## config.mk

```make
export PLATFORM = sky130hd
export DESIGN_NAME = cv_glide_generator
export DESIGN_NICKNAME = d
export VERILOG_FILES = /design/src/rtl/cv_pkg.sv /design/src/rtl/slew_tick_gen.sv /design/src/rtl/cv_glide_generator.sv
export SDC_FILE = /design/constraint.sdc
export NUM_CORES = 1
export LEC_CHECK = 0
export CORE_UTILIZATION = 50
export DETAILED_ROUTE_END_ITERATION = 6
export GPL_TIMING_DRIVEN = 0
export PLACE_DENSITY = 0.71
export SKIP_CTS_REPAIR_TIMING = 1
export SYNTH_ARGS = -nofsm -noshare
export SYNTH_HDL_FRONTEND = slang
export SYNTH_SLANG_ARGS = --single-unit
```

## constraint.sdc

```tcl
create_clock -name clk -period 5.7 [get_ports clk]
set_input_delay 1.71 -clock clk [delete_from_list [all_inputs] [get_ports clk]]
set_output_delay 1.71 -clock clk [all_outputs]
set_load 0.005 [all_outputs]
```

## src/rtl/cv_pkg.sv

```systemverilog
// Shared constants, FSM encoding and note-to-code helper
// for the CV glide generator (semitone -> 12-bit 1V/oct DAC code).
package cv_pkg;

  localparam logic [1:0]  MODE_NORMAL = 2'b00;
  localparam logic [1:0]  MODE_PD1K   = 2'b01;
  localparam int          SEMI_SCALE  = 273;
  localparam int          SEMI_SHIFT  = 2;
  localparam logic [11:0] DAC_MAX     = 12'd4095;

  typedef enum logic {
    HOLD = 1'b0,
    SLEW = 1'b1
  } glide_state_e;

  // 1V/oct on a 4096-code / 5 V span: 273/4 codes per semitone
  function automatic logic [11:0] note2code(input logic [5:0] n);
    logic [14:0] p;
    p = 15'(n) * 15'(SEMI_SCALE);
    return 12'(p >> SEMI_SHIFT);
  endfunction

endpackage

```

## src/rtl/slew_tick_gen.sv

```systemverilog
// Slew timebase: free-running base prescaler plus rate divider.
// Ports: clk, rst, glide_rate_i[3:0] -> slew_tick_o (1-cycle pulse).
module slew_tick_gen #(
  parameter int PRESCALE = 500
) (
  input  logic       clk,
  input  logic       rst,
  input  logic [3:0] glide_rate_i,
  output logic       slew_tick_o
);

  localparam int BW = (PRESCALE > 1) ? $clog2(PRESCALE) : 1;

  logic [BW-1:0] base_q, base_d;
  logic [3:0]    rate_q, rate_d;
  logic          base_tick;

  assign base_tick = (base_q == BW'(PRESCALE - 1));

  always_comb begin
    base_d      = base_tick ? '0 : base_q + 1'b1;
    rate_d      = rate_q;
    slew_tick_o = 1'b0;
    if (base_tick) begin
      // rate is sampled live; a lowered rate waits for the 4-bit wrap
      if (rate_q == glide_rate_i) begin
        rate_d      = '0;
        slew_tick_o = 1'b1;
      end else begin
        rate_d = rate_q + 1'b1;
      end
    end
  end

  always_ff @(posedge clk) begin
    if (rst) begin
      base_q <= '0;
      rate_q <= '0;
    end else begin
      base_q <= base_d;
      rate_q <= rate_d;
    end
  end

endmodule

```

## src/rtl/cv_glide_generator.sv

```systemverilog
// Converts sequencer notes to DAC codes with optional portamento
// and gate-driven mute. Ports: clk, rst, note_i/note_valid_i,
// glide_en_i, glide_rate_i, gate_i, mute_en_i -> data_o, mode_o,
// enable_o, target_o, busy_o.
module cv_glide_generator
  import cv_pkg::*;
#(
  parameter int PRESCALE = 500,
  parameter int STEP     = 4,
  parameter int NOTE_MAX = 60
) (
  input  logic        clk,
  input  logic        rst,
  input  logic [5:0]  note_i,
  input  logic        note_valid_i,
  input  logic        glide_en_i,
  input  logic [3:0]  glide_rate_i,
  input  logic        gate_i,
  input  logic        mute_en_i,
  output logic [11:0] data_o,
  output logic [1:0]  mode_o,
  output logic        enable_o,
  output logic [11:0] target_o,
  output logic        busy_o
);

  glide_state_e state_q, state_d;
  logic [11:0]  data_q, data_d;
  logic [11:0]  target_q, target_d;
  logic         jump_q, jump_d;
  logic [1:0]   mode_q, mode_d;
  logic         enable_q;
  logic         slew_tick;
  logic [5:0]   n_c;
  logic [11:0]  tgt_new;
  logic [11:0]  stepped;

  slew_tick_gen #(
    .PRESCALE (PRESCALE)
  ) u_tick (
    .clk          (clk),
    .rst          (rst),
    .glide_rate_i (glide_rate_i),
    .slew_tick_o  (slew_tick)
  );

  assign n_c     = (note_i > 6'(NOTE_MAX)) ? 6'(NOTE_MAX) : note_i;
  assign tgt_new = note2code(n_c);

  // step toward target, comparing distance first so no wrap can occur
  always_comb begin
    stepped = target_q;
    if (target_q > data_q) begin
      if ((target_q - data_q) > 12'(STEP))
        stepped = data_q + 12'(STEP);
    end else if (data_q > target_q) begin
      if ((data_q - target_q) > 12'(STEP))
        stepped = data_q - 12'(STEP);
    end
  end

  always_comb begin
    state_d  = state_q;
    data_d   = data_q;
    target_d = target_q;
    jump_d   = 1'b0;
    mode_d   = (mute_en_i & ~gate_i) ? MODE_PD1K : MODE_NORMAL;
    if (jump_q) begin
      data_d = target_q;
    end else if (state_q == SLEW && slew_tick) begin
      // a coincident strobe still sees this step applied to the old target
      data_d = stepped;
      if (stepped == target_q)
        state_d = HOLD;
    end
    if (note_valid_i) begin
      target_d = tgt_new;
      if (glide_en_i) begin
        state_d = (tgt_new != data_d) ? SLEW : HOLD;
      end else begin
        state_d = HOLD;
        jump_d  = 1'b1;
      end
    end
  end

  always_ff @(posedge clk) begin
    if (rst) begin
      state_q  <= HOLD;
      data_q   <= '0;
      target_q <= '0;
      jump_q   <= 1'b0;
      mode_q   <= MODE_NORMAL;
      enable_q <= 1'b0;
    end else begin
      state_q  <= state_d;
      data_q   <= data_d;
      target_q <= target_d;
      jump_q   <= jump_d;
      mode_q   <= mode_d;
      enable_q <= 1'b1;
    end
  end

  assign data_o   = data_q;
  assign target_o = target_q;
  assign mode_o   = mode_q;
  assign enable_o = enable_q;
  assign busy_o   = (state_q == SLEW);

endmodule
```

==> impl_metrics.yaml, run 1 <==
run_status:
  outcome: "finished, final reports clean"
cells_and_area:
  final_nets: 714
  fillers: 843
  syn2layout_area_growth_pct: 15.3
  fin_cells: 771
  multiInputGateArea_sq_um: 3470
  antennaDiodeCount: 0
  final_util_pct: 60.2
  drive_gt1_share_pct: 7.69
  seq_area_sq_um: 821
critical_path:
  cp_slowest_cell: "clkdlybuf4s50_1"
  crit_buf_inv: 1
  reg2reg_depth: 17
  worstPathArrival_ns: 5.62
  path_cells: "clkdlybuf4s50_1 > nand4_1 > and2_1 > ha_1 > ha_1 > ha_1 > a41oi_1 > xor2_2 > o22ai_1 > o311a_1 > a2111oi_2 > o2111ai_1 > a2111oi_1 > o21ai_1"
  startpoint_type: "input pin"
  critPathMaxStageDelay_ns: 0.58
  r2r_end: "busy_o"
  r2r_slack_ns: 0.67
  r2r_start: "data_o[2]"
  crit_family: "compound AO/OA/AOI/OAI gates"
  crit_type: "in2reg"
  crit_path_end_kind: "flop"
  cpMostUsedCell: "ha_1"
  cp_max_fo: 8
  crit_required_ns: 5.90
route:
  vias_per_cell: 6.42
  drt-initial-drc-count: 389
  ant_nets: 0
  drc_errors: 0
  wl_um: 15000
  vias: 4947
  firstDrtPassIters: 5
  wl_per_cell_um: 19.4
floorplanning:
  die_h_um: 97.9
  core_sq_um: 8810
  start_util_pct: 52.2
  die_area_sq_um: 9590
  io-pin-count: 44
  die_x_um: 97.9
  rows: 34
global_route:
  grt_overflow: 0
  first_global_vias: 4710
  grt_antenna_before_repair: 0
  grtUsageTotal_pct: 31.4
  grt_max_degree: 15
  grt_first_pass_wirelength_um: 24000
pwr:
  p_switching_mw: 0.503
  seqPwrFrac_pct: 26.6
  p_leak_nw: 2.07
  ir_worst_vdd_mv: 0.126
  pwr-share-clk_pct: 24.1
  swShare_pct: 40.9
  powerDensity_nw_per_um2: 232
  pwr-share-comb_pct: 49.3
  power.internal_mw: 0.725
  p_total_mw: 1.23
logic_synthesis:
  syn_nets: 667
  synth_area_sq_um: 4600
  synth_cell_types: 75
  synth_cells: 615
  ys_seq_area_share_pct: 17.8
  synthFlopType: "dfxtp_1"
  synth.avg_cell_area_sq_um: 7.48
  ys_seq_elements: 41
  synth_edf_count: 0
  synth_area_leaders: "dfxtp_1 18%, ha_1 9.2%, xnor2_1 6.3%"
  synth_top_cell_area_share_pct: 17.8
  yosysWarnings: 0
  ys_async_sr_fraction_pct: 0
  netlist.top_cell.by_area: "dfxtp_1"
sta:
  fin_crit_sh_pct: 95.2
  finClkSkew_ns: 0.00653
  slew_violations: 0
  min_period_ns: 5.42
  hold_ws_ns: 0.469
  hold_viol: 0
  setup_viol_count_final: 0
  fmax_mhz: 184
  worst_pin_slew_ns: 1.02
  relSlewSlack_pct: 31.1
  fin_setup_tns_ns: 0
  rsz0062_at_grt: "false"
clocking:
  clk_path_buf_depth: 2
  htreeDepth: 2
  cts_buffers: 5
  cts_tree: "built"
  cts_sinks: 41
  clk_pin_slew_ns: 0.09
  cts-root-buf: "clkbuf_8"
  clock_latency_ns: 0.31
min_path:
  min-delay-path-class: "reg2reg"
  worstHoldStart: "u_tick.base_q[0]"
  min_to: "u_tick.base_q[0]"
  hold_path_depth: 1
placed_design:
  dp_cells: 763
  globalplace.congestion: 0.952
  port_buffers: 40
  place_hpwl_um: 11800
flow_run:
  cap_viol_max_count: 0
## cells in the mapped netlist (3+ instances only)
cell and number:
xor2_1 18, a221o_1 4, o22ai_1 7, nand2b_1 8, and2_1 5, buf_2 11, nor4_1 12, a21o_1 11
nor2_1 68, a211oi_1 17, nor2b_1 5, dfxtp_1 41, clkbuf_1 26, a311oi_1 4, ha_1 34, nand4_1 7
nand2_1 41, or3_1 6, mux2_2 5, a2111oi_0 4, inv_1 37, o31ai_1 4, a21oi_1 33, o2111ai_1 5
a222oi_1 3, o211ai_1 8, xnor2_1 33, o311a_1 3, nand3_1 22, o21ai_0 18, nor3_1 18, nor3b_1 5
and3_1 11, o22a_1 4, mux2i_1 13, a22oi_1 7, o21bai_1 3, o21a_1 5, or2_2 3
## through the flow
step / worst slack, ns / instance area [sq um]
after global placement: -0.365 / 5140
after detailed placement: -0.402 / 5140
after global routing: 0.0335 / 5310
final: 0.276 / 5310
after floorplan: 0.577 / 4600
after CTS: -0.0784 / 5270
## cell usage in the layout, fill, tap and decap left out, types with 11 or more instances in the layout
master           netlist  layout
ha_1                  34      34
nor2_1                68      68
clkdlybuf4s50_1        0      39
nor4_1                12      12
and3_1                11      11
a211oi_1              17      17
mux2i_1               13      13
dfxtp_1               41      41
inv_1                 37      37
nand2_1               41      41
clkbuf_1              26      25
a21o_1                11      11
nand3_1               22      22
nor3_1                18      18
o21ai_0               18      18
a21oi_1               33      33
xnor2_1               33      32
buf_2                 11      11
xor2_1                18      16
## routing by layer
layer	wire (um)	part of all wire [%]	GRT usage, %	up-vias
met2	6770	45	51.8	235
met3	908	6.1	3.58	69
met5	0	0	0	-
met1	6460	43	39.8	2306
li1	-	-	-	2337
met4	832	5.6	17.8	0
## power groups by stage
stage / sequential, mW / combinational (mW) / clock, mW
final: 0.327 / 0.606 / 0.296
after global routing: 0.329 / 0.655 / 0.308
after CTS: 0.326 / 0.590 / 0.297
after detailed placement: 0.333 / 0.586 / 0
after global placement: 0.332 / 0.582 / 0
after floorplan: 0.324 / 0.434 / 0
## cell type report
type | count | share of cell area (%)
sequential | 41 | 15.5
timing repair buffer | 41 | 7.74
clock buffer | 5 | 1.30
multi-input combinational | 494 | 65.4
buffer | 41 | 3.58
clock inverter | 3 | 1.30
inverter | 38 | 2.69
tap | 108 | 2.55
## cells by family after synthesis
| group | after synthesis | share of synthesized area, % |
|---|---|---|
| adder cells (fa/ha/maj) | 36 | 10.1 |
| other | 1 | 0.0815 |
| flip-flops | 41 | 17.8 |
| multiplexers | 18 | 4.05 |
| buffers and inverters | 80 | 7.32 |
| AND/OR/NAND/NOR | 220 | 23.8 |
| AO/OA/AOI/OAI | 168 | 27.1 |
| XOR/XNOR | 51 | 9.71 |
## worst max-delay path by stage
| stage | startpoint | to | slack [ns] | cells after the start |
|---|---|---|---|---|
| 2_1_floorplan | note_i[4] | busy_o | 0.58 | 15 |
| 3_3_place_gp | note_i[3] | busy_o | -0.37 | 15 |
| 3_5_place_dp | note_i[3] | busy_o | -0.40 | 15 |
| 4_1_cts | note_i[3] | busy_o | -0.08 | 15 |
| 5_1_grt | note_i[2] | busy_o | 0.03 | 16 |
| 6_report | note_i[2] | busy_o | 0.28 | 14 |
## sequential cells by signal, summed over array words and instances, names as in the netlist
name	count
busy_o	1
data_o	12
enable_o	1
jump_q	1
mode_o	1
target_o	12
u_tick.base_q	9
u_tick.rate_q	4
## worst register-to-register path: stages (launching register included)
cell	delay, ns
dfxtp_1	0.38
clkbuf_1	0.38
inv_1	0.26
ha_1	0.35
buf_2	0.18
a21oi_1	0.24
a21oi_1	0.13
a311oi_1	0.23
mux2_2	0.38
nor4_1	0.31
a21oi_1	0.27
buf_2	0.26
a22oi_1	0.32
o22ai_1	0.12
a2111oi_0	0.34
o2111ai_1	0.21
a2111oi_1	0.47
o21ai_1	0.09
No activity file was read; power rests on OpenSTA's default activity.
==> run 2: changes to the inputs <==
--- a/config.mk
+++ b/config.mk
@@ -5,10 +5,10 @@
 export SDC_FILE = /design/constraint.sdc
 export NUM_CORES = 1
 export LEC_CHECK = 0
-export CORE_UTILIZATION = 50
+export CORE_UTILIZATION = 59
 export DETAILED_ROUTE_END_ITERATION = 6
 export GPL_TIMING_DRIVEN = 0
-export PLACE_DENSITY = 0.71
+export PLACE_DENSITY = 0.82
 export SKIP_CTS_REPAIR_TIMING = 1
 export SYNTH_ARGS = -nofsm -noshare
 export SYNTH_HDL_FRONTEND = slang
==> run 2 against run 1 <==
Net effect:
- combinational power is 1% higher
- via count is 1.3% higher
- sequential share of layout area is 0.11 points higher
- cell area is 0.68% lower
- clock-buffer cell count stayed put
- highest routed layer unchanged
- sequential power hardly changed
- non-clock buffer count stayed put
- die area is 15% lower
- hold slack better by 0.0040 ns
- critical path type unchanged
- clock skew is 0.0033 ns higher
- global-route usage is 5.1 points higher
- utilization is 11 points higher
- critical endpoint unchanged
==> impl_metrics.yaml, run 2 (same netlist as run 1, synthesis figures left out) <==
run_status:
  outcome: "finished, final reports clean"
sta:
  relSlewSlack_pct: 31.4
  fin_crit_sh_pct: 95.8
  min_period_ns: 5.46
  slew_violations: 0
  setup_viol_count_final: 0
  hold_ws_ns: 0.473
  worst_pin_slew_ns: 1.02
  finClkSkew_ns: 0.00981
  hold_viol: 0
  fmax_mhz: 183
global_route:
  first_global_vias: 4761
  grt_first_pass_wirelength_um: 23900
  grtUsageTotal_pct: 36.5
  grt_antenna_before_repair: 0
  grt_max_degree: 15
  grt_overflow: 0
critical_path:
  crit_required_ns: 5.90
  crit_buf_inv: 1
  crit_type: "in2reg"
  cp-startpoint: "note_i[3]"
  r2r_start: "data_o[2]"
  cpMostUsedCell: "ha_1"
  crit_end: "busy_o"
  crit_cells: 14
  r2r_end: "busy_o"
  path_cells: "clkdlybuf4s50_1 > nand4_1 > and2_1 > ha_1 > ha_1 > ha_1 > a41oi_1 > xor2_2 > o22ai_1 > o311a_1 > a2111oi_2 > o2111ai_1 > a2111oi_2 > o21ai_1"
  critPathMaxStageDelay_ns: 0.61
  startpoint_type: "input pin"
  crit_path_end_kind: "flop"
  reg2reg_depth: 17
  crit_family: "compound AO/OA/AOI/OAI gates"
  cp_slowest_cell: "clkdlybuf4s50_1"
  r2r_slack_ns: 0.58
  worstPathArrival_ns: 5.66
  cp_max_fo: 8
flow_run:
  cap_viol_max_count: 0
cells_and_area:
  final_common_cell: "nor2_1"
  final_nets: 714
  antennaDiodeCount: 0
  final_util_pct: 71.1
  final_cell_area_sq_um: 5270
  final_cell_mix: "68 x nor2_1, 41 x nand2_1, 41 x dfxtp_1"
  syn2layout_area_growth_pct: 14.5
  seq_area_sq_um: 821
  drive_gt1_share_pct: 7.84
  fin_cells: 762
  multiInputGateArea_sq_um: 3470
  fillers: 593
min_path:
  worstHoldStart: "u_tick.base_q[0]"
  min-delay-path-class: "reg2reg"
floorplanning:
  rows: 31
  die_x_um: 90.3
  die_area_sq_um: 8150
  core_sq_um: 7410
  io-pin-count: 44
  start_util_pct: 62.1
  die_h_um: 90.3
clocking:
  clk_path_buf_depth: 2
  clk_pin_slew_ns: 0.09
  htreeDepth: 2
  cts_buffers: 5
  cts_sinks: 41
  cts-root-buf: "clkbuf_8"
  clock_latency_ns: 0.32
  cts_tree: "built"
placed_design:
  port_buffers: 40
  dp_cells: 754
  globalplace.congestion: 1.02
  place_area_sq_um: 5120
  place_hpwl_um: 11600
pwr:
  powerDensity_nw_per_um2: 227
  p_leak_nw: 2.05
  ir_worst_vdd_mv: 0.146
  p_total_mw: 1.20
route:
  vias_per_cell: 6.57
  wl_um: 15000
  firstDrtPassIters: 5
  wl_per_cell_um: 19.7
  drt-initial-drc-count: 476
  drc_errors: 0
  ant_nets: 0
  vias: 5009
[run 2: final cells by class]
type	count	area share (%)
multi-input cells	494	65.9
flip-flops and latches	41	15.6
repair buffers	41	7.74
plain buffers	41	3.61
inverters	38	2.71
well taps	99	2.35
clock buffers	5	1.31
clock inverters	3	0.831
[run 2: how the worst min path moves through the flow]
stage / end / slack (ns) / cells after the start
6_report: u_tick.base_q[0] / 0.47 / 1
5_1_grt: u_tick.base_q[0] / 0.51 / 1
4_1_cts: u_tick.base_q[0] / 0.47 / 1
3_5_place_dp: u_tick.base_q[0] / 0.45 / 1
3_3_place_gp: u_tick.base_q[0] / 0.44 / 1
2_1_floorplan: u_tick.base_q[0] / 0.43 / 1
[run 2: power by group]
part	total, mW	internal, mW	switching (mW)	leakage [nW]
Combinational	0.614	0.249	0.364	1.66
Sequential	0.327	0.300	0.0272	0.335
Clock	0.258	0.132	0.126	0.0585
[run 2: per-layer routing]
layer | up-vias | global-route usage [%] | routed length [um]
li1 | 2324 | - | -
met1 | 2341 | 43.8 | 6000
met2 | 271 | 61.6 | 7010
met3 | 73 | 5.47 | 1140
met4 | 0 | 21.9 | 836
met5 | - | 0 | 0
[run 2: per-stage QoR]
| stage | TNS [ns] | setup slack [ns] |
|---|---|---|
| after floorplan | 0 | 0.577 |
| after global placement | -0.236 | -0.236 |
| after detailed placement | -0.382 | -0.382 |
| after CTS | -0.0707 | -0.0707 |
| after global routing | -0.00784 | -0.00784 |
| final | 0 | 0.242 |
==> run 3: changes to the inputs <==
--- a/config.mk
+++ b/config.mk
@@ -10,6 +10,7 @@
 export GPL_TIMING_DRIVEN = 0
 export PLACE_DENSITY = 0.82
 export SKIP_CTS_REPAIR_TIMING = 1
+export SLEW_MARGIN = 5
 export SYNTH_ARGS = -nofsm -noshare
 export SYNTH_HDL_FRONTEND = slang
 export SYNTH_SLANG_ARGS = --single-unit
==> results of run 3 <==
Final layout, timing and power as in run 2 (identical DEF).
